**config.mk**
```make
export PLATFORM = sky130hd
export DESIGN_NAME = fan_ctrl_multi
export DESIGN_NICKNAME = d
export VERILOG_FILES = /design/src/rtl/fan_ctrl_pkg.sv /design/src/rtl/fan_ctrl_multi_pwm.sv /design/src/rtl/fan_ctrl_multi.sv
export SDC_FILE = /design/constraint.sdc
export NUM_CORES = 1
export LEC_CHECK = 0
export ABC_AREA = 0
export ABC_CLOCK_PERIOD_IN_PS = 6850
export BUFFER_PORTS_ARGS = -buffer_cell sky130_fd_sc_hd__buf_2
export CAP_MARGIN = 20
export CORE_MARGIN = 1
export CORE_UTILIZATION = 55
export CTS_BUF_LIST = sky130_fd_sc_hd__clkbuf_16
export CTS_CLUSTER_DIAMETER = 60
export CTS_CLUSTER_SIZE = 40
export DETAILED_ROUTE_END_ITERATION = 7
export PLACE_DENSITY = 0.76
export SLEW_MARGIN = 20
export SYNTH_ARGS = -nofsm -noshare
export SYNTH_HDL_FRONTEND = slang
export SYNTH_HIERARCHICAL = 1
export SYNTH_SLANG_ARGS = --single-unit
```
**constraint.sdc**
```tcl
create_clock -name clk_i -period 6.85 [get_ports clk_i]
set_input_delay 1.37 -clock clk_i [delete_from_list [all_inputs] [get_ports clk_i]]
set_output_delay 1.37 -clock clk_i [all_outputs]
set_load 0.03 [all_outputs]
```
**src/rtl/fan_ctrl_pkg.sv**
```systemverilog
// fan_ctrl_pkg: shared states, accumulator sizing and output-mapping helpers for fan_ctrl_multi
package fan_ctrl_pkg;
    typedef enum logic [3:0] {IDLE, LOAD, MAC0, MAC1, MAC2, MAC3, MAC4, WRITE, DONE} state_e;

    function automatic int acc_w(input int adc_w, input int coef_w);
        return adc_w + 1 + coef_w + 3;
    endfunction

    function automatic int sat(input int v, input int lim);
        return v > lim ? lim : (v < -lim ? -lim : v);
    endfunction

    function automatic int duty_map(input int y, input int pmin);
        return y <= 0 ? 0 : (y < pmin ? pmin : y);
    endfunction
endpackage

```
**src/rtl/fan_ctrl_multi_pwm.sv**
```systemverilog
// fan_pwm_out: shadowed duty register pair and comparator for one fan pin
module fan_pwm_out
    import fan_ctrl_pkg::*;
#(
    parameter int PW = 5
) (
    input  logic          clk_i,
    input  logic          rst_i,
    input  logic [PW-1:0] cnt_i,
    input  logic          wrap_i,
    input  logic          wr_i,
    input  logic [PW-1:0] duty_i,
    output logic          pwm_o
);
    logic [PW-1:0] shadow_q, shadow_d, active_q, active_d;

    // active only changes at the period boundary so a pulse is never cut short
    always_comb begin
        shadow_d = wr_i ? duty_i : shadow_q;
        active_d = wrap_i ? shadow_q : active_q;
    end

    always_ff @(posedge clk_i or posedge rst_i) begin
        if (rst_i) begin
            shadow_q <= '0;
            active_q <= '0;
        end else begin
            shadow_q <= shadow_d;
            active_q <= active_d;
        end
    end

    assign pwm_o = cnt_i < active_q;
endmodule

```
**src/rtl/fan_ctrl_multi.sv**
```systemverilog
// fan_ctrl_multi: CHANNELS fan PI/IIR loops sharing one multiplier, with per-fan PWM outputs
module fan_ctrl_multi
    import fan_ctrl_pkg::*;
#(
    parameter int CHANNELS      = 2,
    parameter int ADC_BITWIDTH  = 4,
    parameter int COEF_BITWIDTH = 8,
    parameter int FRAC_BITWIDTH = 6,
    parameter int TICK_DIV      = 200000,
    parameter int PWM_PERIOD    = 18,
    parameter int PWM_MIN       = 3
) (
    input  logic                                  clk_i,
    input  logic                                  rst_i,
    input  logic                                  clk_en_i,
    input  logic [CHANNELS*ADC_BITWIDTH-1:0]      adc_value_i,
    input  logic [CHANNELS*ADC_BITWIDTH-1:0]      set_value_i,
    input  logic [CHANNELS-1:0]                   ch_enable_i,
    input  logic [COEF_BITWIDTH-1:0]              b2_i,
    input  logic [COEF_BITWIDTH-1:0]              b1_i,
    input  logic [COEF_BITWIDTH-1:0]              b0_i,
    input  logic [COEF_BITWIDTH-1:0]              a1_i,
    input  logic [COEF_BITWIDTH-1:0]              a0_i,
    output logic [CHANNELS-1:0]                   pwm_o,
    output logic [CHANNELS*(ADC_BITWIDTH+1)-1:0]  pid_val_o,
    output logic                                  sample_done_o,
    output logic                                  busy_o,
    output logic                                  overrun_o
);
    localparam int E_W   = ADC_BITWIDTH + 1;
    localparam int ACC_W = acc_w(ADC_BITWIDTH, COEF_BITWIDTH);
    localparam int P_W   = E_W + COEF_BITWIDTH;
    localparam int CH_W  = CHANNELS > 1 ? $clog2(CHANNELS) : 1;
    localparam int T_W   = TICK_DIV > 1 ? $clog2(TICK_DIV) : 1;
    localparam int PW    = $clog2(PWM_PERIOD);
    localparam int Y_MAX = 2 ** ADC_BITWIDTH - 1;

    state_e                   state_q, state_d;
    logic [CH_W-1:0]          ch_q, ch_d;
    logic [T_W-1:0]           tcnt_q, tcnt_d;
    logic                     tick_q, tick_d;
    logic [PW-1:0]            pcnt_q, pcnt_d;
    logic signed [E_W-1:0]    e_q, e_d;
    logic signed [ACC_W-1:0]  acc_q, acc_d;
    logic signed [E_W-1:0]    e1_q [CHANNELS];
    logic signed [E_W-1:0]    e1_d [CHANNELS];
    logic signed [E_W-1:0]    e2_q [CHANNELS];
    logic signed [E_W-1:0]    e2_d [CHANNELS];
    logic signed [E_W-1:0]    y1_q [CHANNELS];
    logic signed [E_W-1:0]    y1_d [CHANNELS];
    logic signed [E_W-1:0]    y2_q [CHANNELS];
    logic signed [E_W-1:0]    y2_d [CHANNELS];
    logic signed [E_W-1:0]    pid_q [CHANNELS];
    logic signed [E_W-1:0]    pid_d [CHANNELS];

    logic [ADC_BITWIDTH-1:0]          adc_sel, set_sel;
    logic signed [E_W-1:0]            e_load, opnd, y_w;
    logic signed [COEF_BITWIDTH-1:0]  coef;
    logic signed [P_W-1:0]            prod;
    logic signed [ACC_W-1:0]          prod_x, acc_sh;
    logic [PW-1:0]                    duty_w;
    logic                             pwrap, wr, en, mac, sub, last;

    always_comb begin
        tcnt_d = !clk_en_i ? tcnt_q : (tcnt_q == T_W'(TICK_DIV - 1) ? '0 : tcnt_q + 1'b1);
        tick_d = clk_en_i ? tcnt_q == T_W'(TICK_DIV - 1) : tick_q;
        pwrap  = clk_en_i && pcnt_q == PW'(PWM_PERIOD - 1);
        pcnt_d = !clk_en_i ? pcnt_q : (pwrap ? '0 : pcnt_q + 1'b1);
    end

    assign adc_sel = adc_value_i[ch_q*ADC_BITWIDTH +: ADC_BITWIDTH];
    assign set_sel = set_value_i[ch_q*ADC_BITWIDTH +: ADC_BITWIDTH];
    assign e_load  = $signed({1'b0, adc_sel}) - $signed({1'b0, set_sel});

    // one product per MAC state through the single shared multiplier
    always_comb begin
        coef = state_q == MAC0 ? b2_i : state_q == MAC1 ? b1_i : state_q == MAC2 ? b0_i :
               state_q == MAC3 ? a1_i : a0_i;
        opnd = state_q == MAC0 ? e_q : state_q == MAC1 ? e1_q[ch_q] : state_q == MAC2 ? e2_q[ch_q] :
               state_q == MAC3 ? y1_q[ch_q] : y2_q[ch_q];
    end

    assign prod   = coef * opnd;
    assign prod_x = prod;
    assign mac    = state_q inside {MAC0, MAC1, MAC2, MAC3, MAC4};
    assign sub    = state_q inside {MAC3, MAC4};
    assign acc_sh = acc_q >>> FRAC_BITWIDTH;
    assign en     = ch_enable_i[ch_q];
    assign y_w    = en ? E_W'(sat(int'(acc_sh), Y_MAX)) : '0;
    assign duty_w = PW'(duty_map(int'(y_w), PWM_MIN));
    assign wr     = clk_en_i && state_q == WRITE;
    assign last   = ch_q == CH_W'(CHANNELS - 1);

    always_comb begin
        state_d = state_q;
        ch_d    = ch_q;
        e_d     = e_q;
        acc_d   = acc_q;
        if (clk_en_i) begin
            case (state_q)
                IDLE:  begin
                    state_d = tick_q ? LOAD : IDLE;
                    ch_d    = '0;
                end
                LOAD:  begin
                    state_d = MAC0;
                    e_d     = e_load;
                    acc_d   = '0;
                end
                MAC0:  state_d = MAC1;
                MAC1:  state_d = MAC2;
                MAC2:  state_d = MAC3;
                MAC3:  state_d = MAC4;
                MAC4:  state_d = WRITE;
                WRITE: begin
                    state_d = last ? DONE : LOAD;
                    ch_d    = last ? '0 : ch_q + 1'b1;
                end
                default: state_d = IDLE;
            endcase
            if (mac)
                acc_d = sub ? acc_q - prod_x : acc_q + prod_x;
        end
    end

    // a disabled channel drops its whole history so re-enabling starts clean
    always_comb begin
        e1_d  = e1_q;
        e2_d  = e2_q;
        y1_d  = y1_q;
        y2_d  = y2_q;
        pid_d = pid_q;
        if (wr) begin
            e2_d[ch_q]  = en ? e1_q[ch_q] : '0;
            e1_d[ch_q]  = en ? e_q : '0;
            y2_d[ch_q]  = en ? y1_q[ch_q] : '0;
            y1_d[ch_q]  = y_w;
            pid_d[ch_q] = y_w;
        end
    end

    always_ff @(posedge clk_i or posedge rst_i) begin
        if (rst_i) begin
            state_q <= IDLE;
            ch_q    <= '0;
            tcnt_q  <= '0;
            tick_q  <= 1'b0;
            pcnt_q  <= '0;
            e_q     <= '0;
            acc_q   <= '0;
            e1_q    <= '{default: '0};
            e2_q    <= '{default: '0};
            y1_q    <= '{default: '0};
            y2_q    <= '{default: '0};
            pid_q   <= '{default: '0};
        end else begin
            state_q <= state_d;
            ch_q    <= ch_d;
            tcnt_q  <= tcnt_d;
            tick_q  <= tick_d;
            pcnt_q  <= pcnt_d;
            e_q     <= e_d;
            acc_q   <= acc_d;
            e1_q    <= e1_d;
            e2_q    <= e2_d;
            y1_q    <= y1_d;
            y2_q    <= y2_d;
            pid_q   <= pid_d;
        end
    end

    assign busy_o        = state_q != IDLE;
    assign sample_done_o = clk_en_i && state_q == DONE;
    assign overrun_o     = clk_en_i && tick_q && state_q != IDLE;

    for (genvar c = 0; c < CHANNELS; c++) begin : g_ch
        assign pid_val_o[c*E_W +: E_W] = pid_q[c];
        fan_pwm_out #(.PW(PW)) u_pwm (
            .clk_i  (clk_i),
            .rst_i  (rst_i),
            .cnt_i  (pcnt_q),
            .wrap_i (pwrap),
            .wr_i   (wr && ch_q == CH_W'(c)),
            .duty_i (duty_w),
            .pwm_o  (pwm_o[c])
        );
    end
endmodule

```
== After elaboration in Yosys (flattened, before gate mapping) ==
Cells that the tools add are included.

* Add/sub/neg operators: 6
* Multiply operators: 1
* Magnitude comparators: 9
* Equal/unequal tests: 10
* Shift-type cells: 2
* Mux-type cells: 47
* Bitwise operators: 2
* Reduce and logical (&&, ||, !) cells: 17

{| class="wikitable"
|+ Operators by type and width
! operator !! count
|-
| $mux W5 || 26
|-
| $bwmux W10 || 5
|-
| $mux W16 || 3
|-
| $mux W8 || 4
|-
| $pmux W4 S8 || 1
|-
| $add A18 B1 Y18 const B || 1
|-
| $eq A18 B18 Y1 const B || 1
|-
| $mux W18 || 1
|-
| $add A16 B13 Y16 || 1
|-
| $eq A4 B3 Y1 const B || 4
|-
| $shiftx A8 B4 Y4 || 2
|-
| $sub A16 B13 Y16 || 1
|-
| $mul A8 B5 Y13 || 1
|-
| $gt A10 B5 Y1 const B || 1
|-
| $lt A10 B5 Y1 const B || 1
|-
| $lt A5 B5 Y1 || 2
|-
| $eq A4 B2 Y1 const B || 2
|-
| $logic_and A1 B1 Y1 || 8
|-
| $reduce_and A2 Y1 || 3
|-
| $reduce_bool A2 Y1 || 3
|-
| $add A5 B1 Y5 const B || 1
|-
| $demux W5 S1 || 1
|-
| $eq A5 B5 Y1 const B || 1
|-
| $le A5 B1 Y1 const B || 1
|-
| other kinds (16) || 19
|}

* Bits in registers: 120
* Bits of input ports: 61
* Output and inout bits: 15
* Word-level logic and storage cells: 115

== Longest topological paths before layout ==
* Word-level depth: 12
* Depth in mapped cells: 34
* Mapped depth without buffers: 33

== Cells and area by module ==
The synthesis kept the hierarchy.

{| class="wikitable"
|+ Modules (own cells, without submodules)
! module !! instances !! cells each !! area each (µm²) !! sequential area each (µm²)
|-
| fan_ctrl_multi || 1 || 843 || 7,295.7 || 2,252.2
|-
| fan_pwm_out || 2 || 41 || 481.7 || 250.2
|}

== Worst setup path after synthesis ==
No wires, ideal clock.

* Path kind: register to register
* From: reg state_q[1]
* To: reg acc_q[14]
* Library setup time: 0.121 ns
* Arrival: 7.190 ns
* Data required time: 6.729 ns
* Path slack: -0.461 ns
* Stages on the path, launching flop included: 28
* Buffers on the path: 2
* Period minus slack after synthesis: 7.311 ns
* Cell sequence: dfrtp_1 buf_2 clkbuf_1 nor3_2 mux4_2 nor2_1 a21oi_1 a21oi_1 nor2_1 a21oi_1 or2_1 fa_1 fa_1 fa_1 inv_1 ha_1 a211o_1 a2111oi_0 o32ai_1 a311oi_1 a21oi_1 xor2_1 ha_1 or3_1 or3_1 a31o_1 xor2_1 a22o_1

* Cells in the longest elaborated chain, start to end: 9
* Elaborated cells between the ends (all ways): 23
* Classes of those cells: add/sub (2); mul (1); eq/ne (6); mux (10); reduce/logical (4)

{| class="wikitable"
|+ RTL lines
! item !! RTL line !! text
|-
| start, declared || fan_ctrl_multi.sv:38 || <nowiki>state_e state_q, state_d;</nowiki>
|-
| start signal, assigned || fan_ctrl_multi.sv:157 || <nowiki>state_q <= state_d;</nowiki>
|-
| $eq A4 B3 Y1 || -- ||
|-
| $mux W8 or $mux W5 (tied branches) || fan_ctrl_multi.sv:78, fan_ctrl_multi.sv:80 ||
|-
| $mux W8 or $mux W5 (tied branches) (3 in series) || fan_ctrl_multi.sv:77, fan_ctrl_multi.sv:79 ||
|-
| $mul A8 B5 Y13 || fan_ctrl_multi.sv:83 || <nowiki>assign prod = coef * opnd;</nowiki>
|-
| $add A16 B13 Y16 or $sub A16 B13 Y16 (tied branches) || fan_ctrl_multi.sv:122 || <nowiki>acc_d = sub ? acc_q - prod_x : acc_q + prod_x;</nowiki>
|-
| $mux W16 || fan_ctrl_multi.sv:122 ||
|-
| $mux W16 || fan_ctrl_multi.sv:121 || <nowiki>if (mac)</nowiki>
|-
| end signal, assigned || fan_ctrl_multi.sv:150 || <nowiki>acc_q <= '0;</nowiki>
|-
| end signal, assigned || fan_ctrl_multi.sv:163 || <nowiki>acc_q <= acc_d;</nowiki>
|-
| end, declared || fan_ctrl_multi.sv:44 || <nowiki>logic signed [ACC_W-1:0] acc_q, acc_d;</nowiki>
|}

Parallel ways exist; a longest one is shown, timed or not.
A chain may end at the register's enable or synchronous reset.

== Worst setup path after layout ==
* From: reg state_q[3]
* To: reg acc_q[14]

Same word-level chain as after synthesis.

==> metrics.txt <==
Bufs on Longest Clock Path=2; htree depth=3; final period utilization=1.030; worst slack at placement=-0.3671 ns; cells after synthesis=925; Synth async-reset ratio=1.000; CTS tree=yes; GR Util All Layers=0.2610; worst r2r src=state_q[3]; Tmin final=7.053 ns; final setup violation count=2; GRT overflow=0; xor and xnor area share after synthesis=0.05787; Clock Root Buffer=clkbuf_16; mux contribution to synthesized area=0.07226; Clock transition at path regs=0.08 ns; hold path depth=2; Register-to-Register Setup Slack=-0.20 ns; CTS sink cnt=110; PortBufs=75; clock skew=0.01377 ns; Post-Syn Area=8259 um^2; Avg WL per Cell=15.45 um; initial detailed-routing violation count=525; status=complete, but fails checks; core area=14590 um^2; final hold vios=0; RSZ-0062 raised after global routing=yes; CP max-delay cell=mux4_2; EDFF count, synth=0; Detail Route Antenna Nets=0; DIE AREA=15510 um^2; GP Congestion=0.9164; Die Span Y=124.5 um; Adder-Cell Fraction of Synth Area=0.1491; row count=44; Worst path most repeated cell=fa_1; CP peak stage delay=0.57 ns; fmax=141.8 MHz; HPWL Detailed=14390 um; Worst Hold End=y2_q[2]; nets@finish=1221; Top Ports=76; clk_lat worst skew=0.35 ns; Mean Syn Cell Area=8.929 um^2; Routed WL=19600 um; Crit Path Class=flop to flop; pin count of the biggest net entering global routing=49; Max-slew headroom=0.4040; layout overhead on the synthesized area=22.12%; grt met1 use=0.3635; Unique masters post-synth=76; Worst Tran Pin Value=0.8906 ns; startpoint types=flop; starting density of the core=0.5661; Hold Buf Count CTS=0; number of CTS-inserted buffers=9; DR pass1 iterations=5; Ant. Diodes=0; main combinational cell family by area after synthesis=simple AND/OR/NAND/NOR gates; Arr. time, crit path=7.29 ns; CP Max Fanout=5; post-synthesis compound-gate area fraction=0.1510; vias in the first global route=6977; chip width=124.5 um; Simple-Gate Fraction of Synth Area=0.1810; DRC violations left=0; R2R cell count=30; CP endpoint kind=flop; YS warnings=6; failing checks=setup timing; initial antenna violation count=0; post-synthesis sequential area ratio=0.3333; post-DR vias/cell=5.628; Yosys reg bits=110; Top FF cell, synth=dfrtp_1; worst min path class=flop to flop; Critical R2R Capture=acc_q[14]; Mapped Nets=1067; global-route wire length before repair=33420 um; Top Usage Layer GRT=met2; share of layout cells above drive strength 1=0.2638; worst path required time=7.09 ns; met3 usage=0.03351; M2 GR Usage=0.4332; fin. max-slew vios=0; max_cap viols=0; Hold Path Origin=y2_q[2]; vias post-DR=7136; Worst Slack Setup Final=-0.2028 ns
[layout make-up]
cell class                      instances  area [um^2]
Clock buffer                            9        225.2
Clock inverter                          7        47.55
Fill cell                            1109         4503
Inverter                               82        309.0
Multi-Input combinational cell        698         5361
Sequential cell                       110         2753
Tap cell                              184        230.2
Timing Repair Buffer                  178         1160
[worst max-delay path, delay by kind of cell (launching register included)]
kind | cells | cell delay, ns
multiplexers | 1 | 0.57
adder cells (fa/ha/maj) | 5 | 2.04
buffers and inverters | 4 | 0.44
flip-flops | 1 | 0.38
XOR/XNOR | 2 | 0.34
AO/OA/AOI/OAI | 9 | 1.47
AND/OR/NAND/NOR | 9 | 1.70
[sequential cells by signal, summed over array words and instances, names as in the netlist]
| name | cells |
|---|---|
| e_q | 5 |
| tcnt_q | 18 |
| e2_q | 10 |
| acc_q | 16 |
| g_ch.u_pwm/shadow_q | 10 |
| g_ch.u_pwm/active_q | 10 |
| y1_q | 10 |
| pcnt_q | 5 |
| tick_q | 1 |
| y2_q | 10 |
| e1_q | 10 |
| state_q | 4 |
| ch_q | 1 |
[cells in the final DEF (no fill, tap or decap), types with 17 or more instances in the layout]
cell type and count:
xnor2_1 28, nor2_1 70, nand2_1 132, buf_2 75, inv_1 76, o21ai_0 47, nand4_1 17, xor2_1 23
ha_1 46, mux2i_1 24, dfrtp_1 110, fa_1 28, mux2_2 18, a21oi_1 38, buf_4 100
[what timing repair did]
action / CTS / global route
resized for setup: 17 / 37
setup buffers: 7 / 5
pin swaps: 20 / 23
endpoints found under the setup margin: 3 / 7
[routing by layer]
metal	up-vias	routed length [um]
li1	3505	-
met1	3477	8977
met2	129	9770
met3	25	589
met4	0	258
met5	-	0
[synthesized netlist by cell type (10+ instances only)]
cell / count / area [um^2]
o211ai_1: 10 / 75.07
nor2_1: 77 / 289.0
inv_1: 79 / 296.5
nor3_1: 16 / 80.08
mux2_2: 18 / 202.7
a21oi_1: 51 / 255.2
o21ai_0: 48 / 240.2
nand3_1: 12 / 60.06
dfrtp_1: 110 / 2753
mux2i_1: 24 / 240.2
xor2_1: 23 / 201.4
ha_1: 52 / 650.6
nand2_1: 132 / 495.5
fa_1: 29 / 580.6
nand4_1: 17 / 106.4
o31ai_1: 16 / 120.1
o21ai_1: 14 / 70.07
clkbuf_1: 28 / 105.1
xnor2_1: 29 / 254.0
[worst max path at each step]
stage | from | to | slack [ns] | depth (start not counted)
after detailed placement | a1_i[4] | acc_q[15] | -0.37 | 30
final | state_q[3] | acc_q[14] | -0.20 | 30
after global placement | a1_i[4] | acc_q[15] | -0.24 | 30
after CTS | state_q[3] | acc_q[14] | -0.05 | 29
after global routing | state_q[3] | acc_q[14] | -0.53 | 30
after floorplan | b1_i[0] | acc_q[14] | 0.008 | 21
[kinds of logic after synthesis]
family / count (synthesis)
buffers and inverters: 117
muxes: 50
xor gates and xnor gates: 53
and+or+nand+nor: 317
adders and majority gates: 81
AOI/OAI and AO/OA: 197
DFF: 110
[stage by stage]
step / util / area (um^2) / TNS [ns] / instances / hold slack (ns)
floorplan: - / 8338 / 0 / 925 / 0.4409
global placement: 0.6489 / 9467 / -0.5058 / 1240 / 0.4523
detailed placement: 0.6489 / 9467 / -0.9201 / 1240 / 0.4578
CTS: 0.6765 / 9869 / -0.06663 / 1263 / 0.4765
global route: 0.6913 / 10090 / -1.816 / 1268 / 0.5009
finish: 0.6913 / 10090 / -0.3678 / 1268 / 0.4762
Power is left out: the tool's default activity adds up to more than one toggle a clock period on the data nets, which glitch-free logic cannot reach.
